==> src/rtl/memory_access.sv <==
//==============================================================================
// Module   : memory_access (with memory_access_pkg)
// Purpose  : Dual-lane MEM stage; serialises one data-bus access per lane,
//            aligns load data, builds store strobes, flags misaligned access.
//            Optional LL/SC link bit support when LLSC_EN is defined.
// Revision : 1.0 - initial release
//==============================================================================
`timescale 1ns/1ps
`default_nettype none

package memory_access_pkg;
    localparam logic [1:0] c_msize_b          = 2'd0;
    localparam logic [1:0] c_msize_h          = 2'd1;
    localparam logic [1:0] c_msize_w          = 2'd2;
    localparam logic [1:0] c_ctype_none       = 2'd0;
    localparam logic [1:0] c_ctype_exception  = 2'd1;
    localparam logic [1:0] c_ctype_eret       = 2'd2;
    localparam logic [4:0] c_exc_adel         = 5'h04;
    localparam logic [4:0] c_exc_ades         = 5'h05;

    typedef struct packed {
        logic       regwrite;
        logic       memtoreg;
        logic       memwrite;
        logic [1:0] msize;
        logic       memsext;
        logic       ll;
        logic       sc;
    } ctl_t;

    typedef struct packed {
        logic [1:0] ctype;
        logic [4:0] code;
    } cp0_ctl_t;

    typedef struct packed {
        logic        valid;
        logic [31:0] pc;
        logic [4:0]  rdst;
        ctl_t        ctl;
        logic [31:0] alu_out;
        logic [31:0] srcb;
        logic [63:0] hilo;
        cp0_ctl_t    cp0_ctl;
    } execute_data_t;

    typedef struct packed {
        logic        valid;
        logic [31:0] pc;
        logic [4:0]  rdst;
        ctl_t        ctl;
        logic [31:0] alu_out;
        logic [63:0] hilo;
        cp0_ctl_t    cp0_ctl;
        logic [31:0] rd;
    } memory_data_t;
endpackage

module memory_access
    import memory_access_pkg::*;
#(
    parameter int ADDR_W   = 32,
    parameter int MAX_WAIT = 255
) (
    input  logic                    clk,
    input  logic                    resetn,
    input  logic                    in_valid,
    output logic                    in_ready,
    input  execute_data_t [1:0]     dataE,
    input  logic                    flush,
    output logic                    dreq_valid,
    output logic [ADDR_W-1:0]       dreq_addr,
    output logic [3:0]              dreq_strobe,
    output logic [31:0]             dreq_data,
    input  logic                    dresp_addr_ok,
    input  logic                    dresp_data_ok,
    input  logic [31:0]             dresp_data,
    output memory_data_t [1:0]      dataM,
    output logic                    out_valid,
    input  logic                    out_ready,
    output logic                    err_timeout
);

    localparam int              CNT_W      = (MAX_WAIT > 0) ? $clog2(MAX_WAIT + 1) : 1;
    localparam logic [CNT_W-1:0] c_max_wait = CNT_W'(MAX_WAIT);

    typedef enum logic [2:0] {
        S_IDLE  = 3'd0,
        S_REQ0  = 3'd1,
        S_WAIT0 = 3'd2,
        S_REQ1  = 3'd3,
        S_WAIT1 = 3'd4,
        S_DONE  = 3'd5,
        S_DRAIN = 3'd6
    } state_t;

    state_t              r_state, w_next, w_first, w_after;
    memory_data_t [1:0]  r_out, w_pre;
    logic [1:0]          r_go, w_go;
    logic [1:0][31:0]    r_addr, r_wdata;
    logic [1:0][1:0]     r_msize;
    logic [1:0]          r_sext, r_load, r_store;
    logic [CNT_W-1:0]    r_cnt;
    logic                r_err;
    logic                w_accept, w_done, w_lane, w_busy, w_entry;
    logic                w_mis0, w_mis1, w_blk1;
    logic [1:0]          w_off;
    logic [7:0]          w_byte;
    logic [15:0]         w_half;
    logic [31:0]         w_load;
`ifdef LLSC_EN
    logic                r_llbit, w_ll_l1, w_eret;
    logic [1:0]          r_ll, r_sc;
`endif

    function automatic logic is_mem(input execute_data_t d);
        return d.valid && (d.ctl.memtoreg || d.ctl.memwrite) &&
               (d.cp0_ctl.ctype != c_ctype_exception);
    endfunction

    function automatic logic is_mis(input execute_data_t d);
        return ((d.ctl.msize == c_msize_h) && d.alu_out[0]) ||
               (d.ctl.msize[1] && (d.alu_out[1:0] != 2'b00));
    endfunction

    function automatic memory_data_t pass_through(input execute_data_t d);
        memory_data_t m;
        m         = '0;
        m.valid   = d.valid;
        m.pc      = d.pc;
        m.rdst    = d.rdst;
        m.ctl     = d.ctl;
        m.alu_out = d.alu_out;
        m.hilo    = d.hilo;
        m.cp0_ctl = d.cp0_ctl;
        return m;
    endfunction

    assign in_ready = (r_state == S_IDLE) || ((r_state == S_DONE) && out_ready);
    assign w_accept = in_valid && in_ready && !flush;

    // Decode of the incoming pair: which lanes touch the bus, which except.
    always_comb begin
        w_pre[0] = pass_through(dataE[0]);
        w_pre[1] = pass_through(dataE[1]);
        w_mis0   = is_mem(dataE[0]) && is_mis(dataE[0]);
        // An excepting lane 0 must not be followed by a lane 1 bus access.
        w_blk1   = w_mis0 || (dataE[0].valid && (dataE[0].cp0_ctl.ctype == c_ctype_exception));
        w_mis1   = !w_blk1 && is_mem(dataE[1]) && is_mis(dataE[1]);
        w_go[0]  = is_mem(dataE[0]) && !w_mis0;
        w_go[1]  = !w_blk1 && is_mem(dataE[1]) && !w_mis1;
        if (w_mis0) begin
            w_pre[0].cp0_ctl.ctype = c_ctype_exception;
            w_pre[0].cp0_ctl.code  = dataE[0].ctl.memwrite ? c_exc_ades : c_exc_adel;
        end
        if (w_mis1) begin
            w_pre[1].cp0_ctl.ctype = c_ctype_exception;
            w_pre[1].cp0_ctl.code  = dataE[1].ctl.memwrite ? c_exc_ades : c_exc_adel;
        end
`ifdef LLSC_EN
        // Lane 1 sees the link bit as lane 0 will leave it.
        w_ll_l1 = r_llbit;
        if (w_go[0] && dataE[0].ctl.memwrite && dataE[0].ctl.sc)
            w_ll_l1 = 1'b0;
        else if (w_go[0] && dataE[0].ctl.memtoreg && dataE[0].ctl.ll)
            w_ll_l1 = 1'b1;
        if (w_go[0] && dataE[0].ctl.memwrite && dataE[0].ctl.sc && !r_llbit) begin
            w_go[0]              = 1'b0;
            w_pre[0].ctl.sc       = 1'b0;
            w_pre[0].ctl.memtoreg = 1'b1;
        end
        if (w_go[1] && dataE[1].ctl.memwrite && dataE[1].ctl.sc && !w_ll_l1) begin
            w_go[1]              = 1'b0;
            w_pre[1].ctl.sc       = 1'b0;
            w_pre[1].ctl.memtoreg = 1'b1;
        end
        w_eret = (dataE[0].valid && (dataE[0].cp0_ctl.ctype == c_ctype_eret)) ||
                 (dataE[1].valid && (dataE[1].cp0_ctl.ctype == c_ctype_eret));
`endif
    end

    // Active-lane datapath
    assign w_lane = (r_state == S_REQ1) || (r_state == S_WAIT1);
    assign w_off  = r_addr[w_lane][1:0];
    assign w_byte = dresp_data[{w_off, 3'b000} +: 8];
    assign w_half = w_off[1] ? dresp_data[31:16] : dresp_data[15:0];

    always_comb begin
        w_load      = dresp_data;
        dreq_strobe = 4'h0;
        dreq_data   = r_wdata[w_lane];
        case (r_msize[w_lane])
            c_msize_b: begin
                w_load    = r_sext[w_lane] ? {{24{w_byte[7]}}, w_byte} : {24'h0, w_byte};
                dreq_data = {4{r_wdata[w_lane][7:0]}};
                if (r_store[w_lane]) dreq_strobe = 4'b0001 << w_off;
            end
            c_msize_h: begin
                w_load    = r_sext[w_lane] ? {{16{w_half[15]}}, w_half} : {16'h0, w_half};
                dreq_data = {2{r_wdata[w_lane][15:0]}};
                if (r_store[w_lane]) dreq_strobe = 4'b0011 << w_off;
            end
            default: begin
                if (r_store[w_lane]) dreq_strobe = 4'hF;
            end
        endcase
    end

    assign dreq_addr = ADDR_W'({r_addr[w_lane][31:2], 2'b00});

    always_comb begin
        w_first    = w_go[0] ? S_REQ0 : (w_go[1] ? S_REQ1 : S_DONE);
        w_after    = (!w_lane && r_go[1]) ? S_REQ1 : S_DONE;
        w_next     = r_state;
        w_done     = 1'b0;
        dreq_valid = 1'b0;
        case (r_state)
            S_IDLE: begin
                if (w_accept) w_next = w_first;
            end
            S_REQ0, S_REQ1: begin
                dreq_valid = 1'b1;
                if (flush) begin
                    w_next = (dresp_addr_ok && !dresp_data_ok) ? S_DRAIN : S_IDLE;
                end else if (dresp_addr_ok) begin
                    if (dresp_data_ok) begin
                        w_done = 1'b1;
                        w_next = w_after;
                    end else begin
                        w_next = (r_state == S_REQ0) ? S_WAIT0 : S_WAIT1;
                    end
                end
            end
            S_WAIT0, S_WAIT1: begin
                if (flush) begin
                    w_next = dresp_data_ok ? S_IDLE : S_DRAIN;
                end else if (dresp_data_ok) begin
                    w_done = 1'b1;
                    w_next = w_after;
                end
            end
            S_DONE: begin
                if (flush)          w_next = S_IDLE;
                else if (out_ready) w_next = w_accept ? w_first : S_IDLE;
            end
            S_DRAIN: begin
                if (dresp_data_ok) w_next = S_IDLE;
            end
            default: w_next = S_IDLE;
        endcase
    end

    assign w_busy  = (r_state == S_REQ0) || (r_state == S_WAIT0) ||
                     (r_state == S_REQ1) || (r_state == S_WAIT1);
    assign w_entry = (w_next != r_state) &&
                     ((w_next == S_REQ0) || (w_next == S_WAIT0) ||
                      (w_next == S_REQ1) || (w_next == S_WAIT1));

    always_ff @(posedge clk or negedge resetn) begin
        if (!resetn) begin
            r_state <= S_IDLE;
            r_out   <= '0;
            r_go    <= '0;
            r_addr  <= '0;
            r_wdata <= '0;
            r_msize <= '0;
            r_sext  <= '0;
            r_load  <= '0;
            r_store <= '0;
            r_cnt   <= '0;
            r_err   <= 1'b0;
        end else begin
            r_state <= w_next;
            if (w_accept) begin
                r_out <= w_pre;
                r_go  <= w_go;
                for (int i = 0; i < 2; i++) begin
                    r_addr[i]  <= dataE[i].alu_out;
                    r_wdata[i] <= dataE[i].srcb;
                    r_msize[i] <= dataE[i].ctl.msize;
                    r_sext[i]  <= dataE[i].ctl.memsext;
                    r_load[i]  <= dataE[i].ctl.memtoreg;
                    r_store[i] <= dataE[i].ctl.memwrite;
                end
            end else if (w_done && r_load[w_lane]) begin
                r_out[w_lane].rd <= w_load;
            end
            if (w_entry)
                r_cnt <= '0;
            else if (w_busy && (r_cnt != c_max_wait))
                r_cnt <= r_cnt + 1'b1;
            if ((MAX_WAIT != 0) && w_busy && (r_cnt == c_max_wait))
                r_err <= 1'b1;
        end
    end

`ifdef LLSC_EN
    always_ff @(posedge clk or negedge resetn) begin
        if (!resetn) begin
            r_llbit <= 1'b0;
            r_ll    <= '0;
            r_sc    <= '0;
        end else begin
            if (w_accept) begin
                r_ll <= {dataE[1].ctl.ll, dataE[0].ctl.ll};
                r_sc <= {dataE[1].ctl.sc, dataE[0].ctl.sc};
            end
            if (flush || (w_accept && w_eret))
                r_llbit <= 1'b0;
            else if (w_done && r_load[w_lane] && r_ll[w_lane])
                r_llbit <= 1'b1;
            else if (w_done && r_store[w_lane] && r_sc[w_lane])
                r_llbit <= 1'b0;
        end
    end
`endif

    assign dataM       = r_out;
    assign out_valid   = (r_state == S_DONE);
    assign err_timeout = r_err;

endmodule

`default_nettype wire

==> config.mk <==
export PLATFORM = sky130hd
export DESIGN_NAME = memory_access
export DESIGN_NICKNAME = d
export VERILOG_FILES = /design/src/rtl/memory_access.sv
export SDC_FILE = /design/constraint.sdc
export NUM_CORES = 1
export LEC_CHECK = 0
export BUFFER_PORTS_ARGS = -buffer_cell sky130_fd_sc_hd__buf_2
export CORE_AREA = 2 2 329 331
export CTS_CLUSTER_DIAMETER = 80
export DETAILED_ROUTE_END_ITERATION = 10
export DIE_AREA = 0 0 331 333
export PLACE_DENSITY = 0.51
export SYNTH_ARGS = -nofsm -noshare
export SYNTH_HDL_FRONTEND = slang
export SYNTH_SLANG_ARGS = --single-unit
==> constraint.sdc <==
create_clock -name clk -period 2.8 [get_ports clk]
set_input_delay 0.14 -clock clk [delete_from_list [all_inputs] [get_ports clk]]
set_output_delay 0.14 -clock clk [all_outputs]
set_load 0.05 [all_outputs]
; ---- After elaboration in Yosys (flattened, before gate mapping)
; Cells that the tools add are included.
[op_classes]
add_sub_neg = 1
multipliers = 0
n_div = 0
order_cmp = 2
n_eq_ne = 19
n_shift = 3
n_mux = 55
bitwise = 0
reduce_logical = 51
[op_table]
columns = op, n
row1 = 362-bit two-way mux, 2
row2 = 362-bit bitwise mux, 1
row3 = 32-bit two-way mux, 7
row4 = 181-bit demux with 1-bit select, 1
row5 = 32-bit case mux with 2 select lines, 2
row6 = 3-bit two-way mux, 16
row7 = 32-bit by 6-bit variable part select with 8-bit output, 1
row8 = 1-bit logical AND, 24
row9 = 16-bit two-way mux, 1
row10 = 8-bit two-way mux, 2
row11 = 3-bit case mux with 5 select lines, 1
row12 = 7-bit two-way mux, 2
row13 = 1-bit logical OR, 13
row14 = 1-bit two-way mux, 13
row15 = 3-bit by 2-bit equality test with 1-bit output (second input constant), 4
row16 = 3-bit equality test (second input constant), 4
row17 = 4-bit two-way mux, 3
row18 = 8-bit by 1-bit adder with 8-bit output (second input constant), 1
row19 = 2-bit by 1-bit equality test with 1-bit output (second input constant), 4
row20 = 8-bit equality test (second input constant), 1
row21 = 8-bit inequality test (second input constant), 1
row22 = 4-bit case mux with 2 select lines, 1
row23 = 2-bit nonzero test, 4
row24 = 3-bit by 1-bit equality test with 1-bit output (second input constant), 2
row25 = other kinds (12), 20
[totals]
ff_bits = 514
latchBits = 0
ramBits = 0
rom_bits = 0
input_bits = 401
word_cells = 174
n_memories = 0

; ---- Depth between registers and ports, before layout
[logic_depth]
depth_word = 22
mapped_depth = 11
mapped_depth_nobuf = 8

; ---- Least setup slack after synthesis
; OpenSTA, ideal clock, no wires.
[synth_path]
kind = reg-to-output
start = register r_state[1]
end = output dreq_data[28]
arrival_time_ns = 2.787
t_required_ns = 2.660
slack_ns = -0.127
stages_incl_launch_ff = 10
path_buffers = 3
cell_sequence = dfrtp_1 buf_2 and3b_4 nor2_1 buf_2 buf_2 nand2_1 nand2_1 a21oi_1 o211ai_1
[synth_via]
elab_chain_len = 6
word_cells_on_any_way = 10
classes_between = eq/ne: 3 / mux: 5 / reduce/logical: 2
[synth_rtl]
columns = item, line_no
row1 = from (decl), 97  ; state_t r_state, w_next, w_first, w_after;
row2 = from (signal assigned), 273  ; r_state <= w_next;
row3 = 3-bit by 2-bit equality test with 1-bit output / 3-bit equality test (equally long branches), 183  ; assign w_lane = (r_state == S_REQ1) || (r_state == S_WAIT1);
row4 = 1-bit logical OR (*), 183
row5 = 2-bit two-way mux (not written as such) (2 in series), 192  ; case (r_msize[w_lane])
row6 = 2-bit by 1-bit equality test with 1-bit output / 2-bit logical NOT (equally long branches), 192
row7 = 32-bit case mux with 2 select lines (*), 192
row8 = to (decl), 74  ; output logic [31:0] dreq_data,
; Every way passes the cells marked *; elsewhere a longest branch is shown, timed or not. The select of a mux whose other input is x is not followed.

; ---- Worst setup path in the final report
[layout_path]
start = register r_state[1]
end = output dreq_data[31]
; The elaborated chain is that of the path after synthesis.

==> flow_summary.yaml <==
grt:
  grt_usage: 0.167
  grt_pass1_wl_mm: 139
  grt_max_degree: 178
  grt_pass1_vias: 22700
  grt_overflow: 0
  grt_antenna_before_repair: 5
timing:
  tightest_slew_ns: 1.09
  hold_violations: 0
  post-route-period-util: 1.06
  slew_headroom: 0.273
  setup_viol: 51
  worst_slack_ns: -0.160
  layout_min_cycle_time_ns: 2.96
  rsz0062_at_grt: "true"
  fin_worst_skew_ns: 0.0358
  drv_slew: 0
  fmax_mhz: 338
worst_hold_path:
  whs_path_depth: 4
  hold_path.class: "in2reg"
die:
  initial_core_util: 0.201
  row_count: 120
  die_h_um: 333
  core_um2: 107000
  die_w_um: 331
  dieArea_um2: 110000
  io_pins: 835
worst_setup_path:
  worst-path-buf-inv: 3
  cp.required_ns: 2.66
  slowest_delay_ns: 0.45
  path_depth: 8
  slowest_stage: "dfrtp_2"
  crit_chain: "or3_4 -> buf_8 -> o221ai_4 -> buf_12 -> mux2i_4 -> nor2_1 -> a31oi_1 -> buf_4"
  rr_worst_depth: 10
  crit_type: "reg2out"
  path_max_fanout: 6
  cp-start-kind: "flop"
  crit_path_end_kind: "output pin"
  cp.arrival_ns: 2.82
  cp_top_family: "buffers and inverters"
place:
  place_congestion: 0.872
  dpl-instance-area_um2: 27900
  dp_hpwl_mm: 65.8
  pre_cts_slack_ns: 0.0845
  io_buffers: 832
synth:
  synth_area_um2: 21400
  synth-edff-count: 0
  synth-seq-cells: 513
  ys_warn_count: 0
  ys.flop_type: "dfrtp_1"
  yosysSeqAreaShare: 0.599
  syn_inst: 2430
  async_flop_share: 1.00
  syn-mean-instance-area_um2: 8.82
  yosysUniqueCellTypes: 70
power:
  power_density_nw_per_um2: 1490
  ir_worst_vdd_uv: 935
  fin_total_pwr_mw: 54.0
  power_leakage_nw: 19.3
detailed_routing:
  vias: 21900
  wire_per_inst_um: 18.2
  drt-total-wl_mm: 94.8
  via_per_inst: 4.21
  drt-initial-drc-count: 1455
  drc: 0
  drt_pass1_iterations: 5
  antenna_left: 0
cts:
  htreeDepth: 3
  cts.sinks: 513
  insertion_delay_ns: 0.64
  clockBufferDepth: 3
  path_clk_slew_ns: 0.06
  cts_made_buffers: 67
  cts-root-buf: "clkbuf_16"
  cts_tree: "built"
cells_and_area:
  fin_util: 0.341
  postLayoutCellArea_um2: 36300
  syn2layout_area_growth_pct: 69.4
  fin_nets: 4158
  layout-drive-gt1-share: 0.334
status:
  violations: "negative setup slack"
  outcome: "finished with violations"
run:
  cap_violations: 0
==> worst paths after layout <==
| check | start | end | slack (ns) |
|---|---|---|---|
| min in group asynchronous | resetn | dataM[97]$_DFFE_PN0P_ | 0.14 |
| worst min register to register | dataM[329]$_DFFE_PN0P_ | dataM[329]$_DFFE_PN0P_ | 0.46 |
| worst max register to register | r_state[1]$_DFF_PN0_ | dataM[211]$_DFFE_PN0P_ | 0.14 |
| worst max-delay path | r_state[1]$_DFF_PN0_ | dreq_data[31] | -0.16 |
| max in group asynchronous | resetn | dataM[45]$_DFFE_PN0P_ | 1.69 |
| worst min-delay path | dresp_addr_ok | r_state[2]$_DFF_PN0_ | 0.10 |
==> layout by cell type (no fill, tap or decap), drive strengths merged, types with 7 or more instances in the layout <==
| cell | count |
|---|---|
| nand2 | 1375 |
| dlygate4sd3 | 398 |
| o21ai | 51 |
| and3 | 11 |
| nor3 | 7 |
| xnor2 | 7 |
| clkbuf | 92 |
| nor2 | 41 |
| inv | 21 |
| buf | 996 |
| o221ai | 9 |
| nand3 | 41 |
| o31ai | 9 |
| a221oi | 9 |
| a31oi | 10 |
| a21oi | 21 |
| nand2b | 22 |
| mux2i | 33 |
| dfrtp | 513 |
| a32o | 34 |
| nor3b | 8 |
| nor2b | 7 |
| clkinv | 11 |
==> cells by family after synthesis <==
| group | after synthesis | synth area share |
|---|---|---|
| XOR/XNOR | 8 | 0.00327 |
| flip-flops | 513 | 0.599 |
| other | 1 | 0.000175 |
| adder cells (fa/ha/maj) | 5 | 0.00292 |
| AND/OR/NAND/NOR | 1532 | 0.282 |
| AO/OA/AOI/OAI | 178 | 0.0655 |
| multiplexers | 35 | 0.0165 |
| buffers and inverters | 158 | 0.0313 |
==> worst register-to-register path, delay by kind of cell (launching register included) <==
kind                   cells  cell delay [ns]
buffers and inverters      3             0.46
DFF                        1             0.45
muxes                      2             0.47
and+or+nand+nor            1             0.54
AOI/OAI and AO/OA          4             0.59
==> flip-flops by register name, indices dropped and copies added (netlist names) <==
| signal | flops |
|---|---|
| r_load | 2 |
| r_go | 1 |
| r_sext | 2 |
| r_state | 3 |
| r_msize | 4 |
| dataM | 362 |
| r_addr | 64 |
| r_wdata | 64 |
| err_timeout | 1 |
| r_store | 2 |
| r_cnt | 8 |
==> layer usage <==
layer,wire (µm),up-vias,track usage
li1,-,10400,-
met1,38700,10500,0.206
met2,46100,819,0.276
met3,6190,194,0.0361
met4,3800,2,0.0749
met5,12,-,0
==> cell usage after synthesis, types with 3 or more instances <==
cell type,count,share of area
a21o_1,3,0.0011
a21oi_1,20,0.0047
a221oi_2,8,0.0056
a22o_1,5,0.0020
a22oi_1,3,0.0011
a31oi_1,10,0.0029
a32o_1,34,0.016
and3_1,11,0.0032
buf_1,25,0.0044
buf_2,20,0.0047
buf_4,6,0.0021
buf_6,4,0.0021
clkbuf_1,89,0.016
dfrtp_1,513,0.60
ha_1,5,0.0029
inv_1,12,0.0021
mux2i_1,33,0.015
nand2_1,1375,0.24
nand2b_1,22,0.0064
nand3_1,41,0.0096
nor2_1,41,0.0072
nor2b_1,6,0.0018
nor3_1,6,0.0014
nor3b_1,8,0.0028
o21a_1,4,0.0014
o21ai_0,7,0.0016
o21ai_1,42,0.0098
o221ai_1,6,0.0025
o22ai_1,4,0.0012
o31ai_1,9,0.0032
xnor2_1,7,0.0029
==> power breakdown <==
part | leakage (nW) | internal [mW] | switching [mW] | total (mW)
clock | 1.10 | 5.28 | 3.61 | 8.89
sequential | 6.52 | 10.6 | 2.03 | 12.7
combinational | 11.7 | 10.3 | 22.1 | 32.4
total | 19.3 | 26.2 | 27.7 | 54.0
==> stage by stage <==
step | std cells | hold WS (ns) | TNS, ns
after floorplan | 2431 | -0.156 | -0.0891
after global placement | 4617 | 0.224 | 0
after detailed placement | 4617 | 0.235 | 0
after CTS | 5179 | 0.0423 | -4.17
after global routing | 5203 | 0.112 | -9.91
final | 5203 | 0.102 | -3.69
==> timing repair <==
item | CTS | global route
hold endpoints to repair | 556 | 0
gates resized for setup | 215 | 202
setup endpoints to repair | 66 | 96
cloned | 6 | 2
setup buffers | 44 | 25
pin swaps | 22 | 59
hold buffers | 398 | 0
==> area by class of cell <==
type                            count  area [µm²]
Multi-Input combinational cell   1760        8870
Fill cell                       10900       70300
Timing Repair Buffer             1396       10600
Clock buffer                       90        1850
Antenna cell                        2        5.00
Tap cell                         1403        1760
Sequential cell                   513       12800
Inverter                           14        57.6
Clock inverter                     25         388
Note: power is estimated with default switching activity, not from simulation.
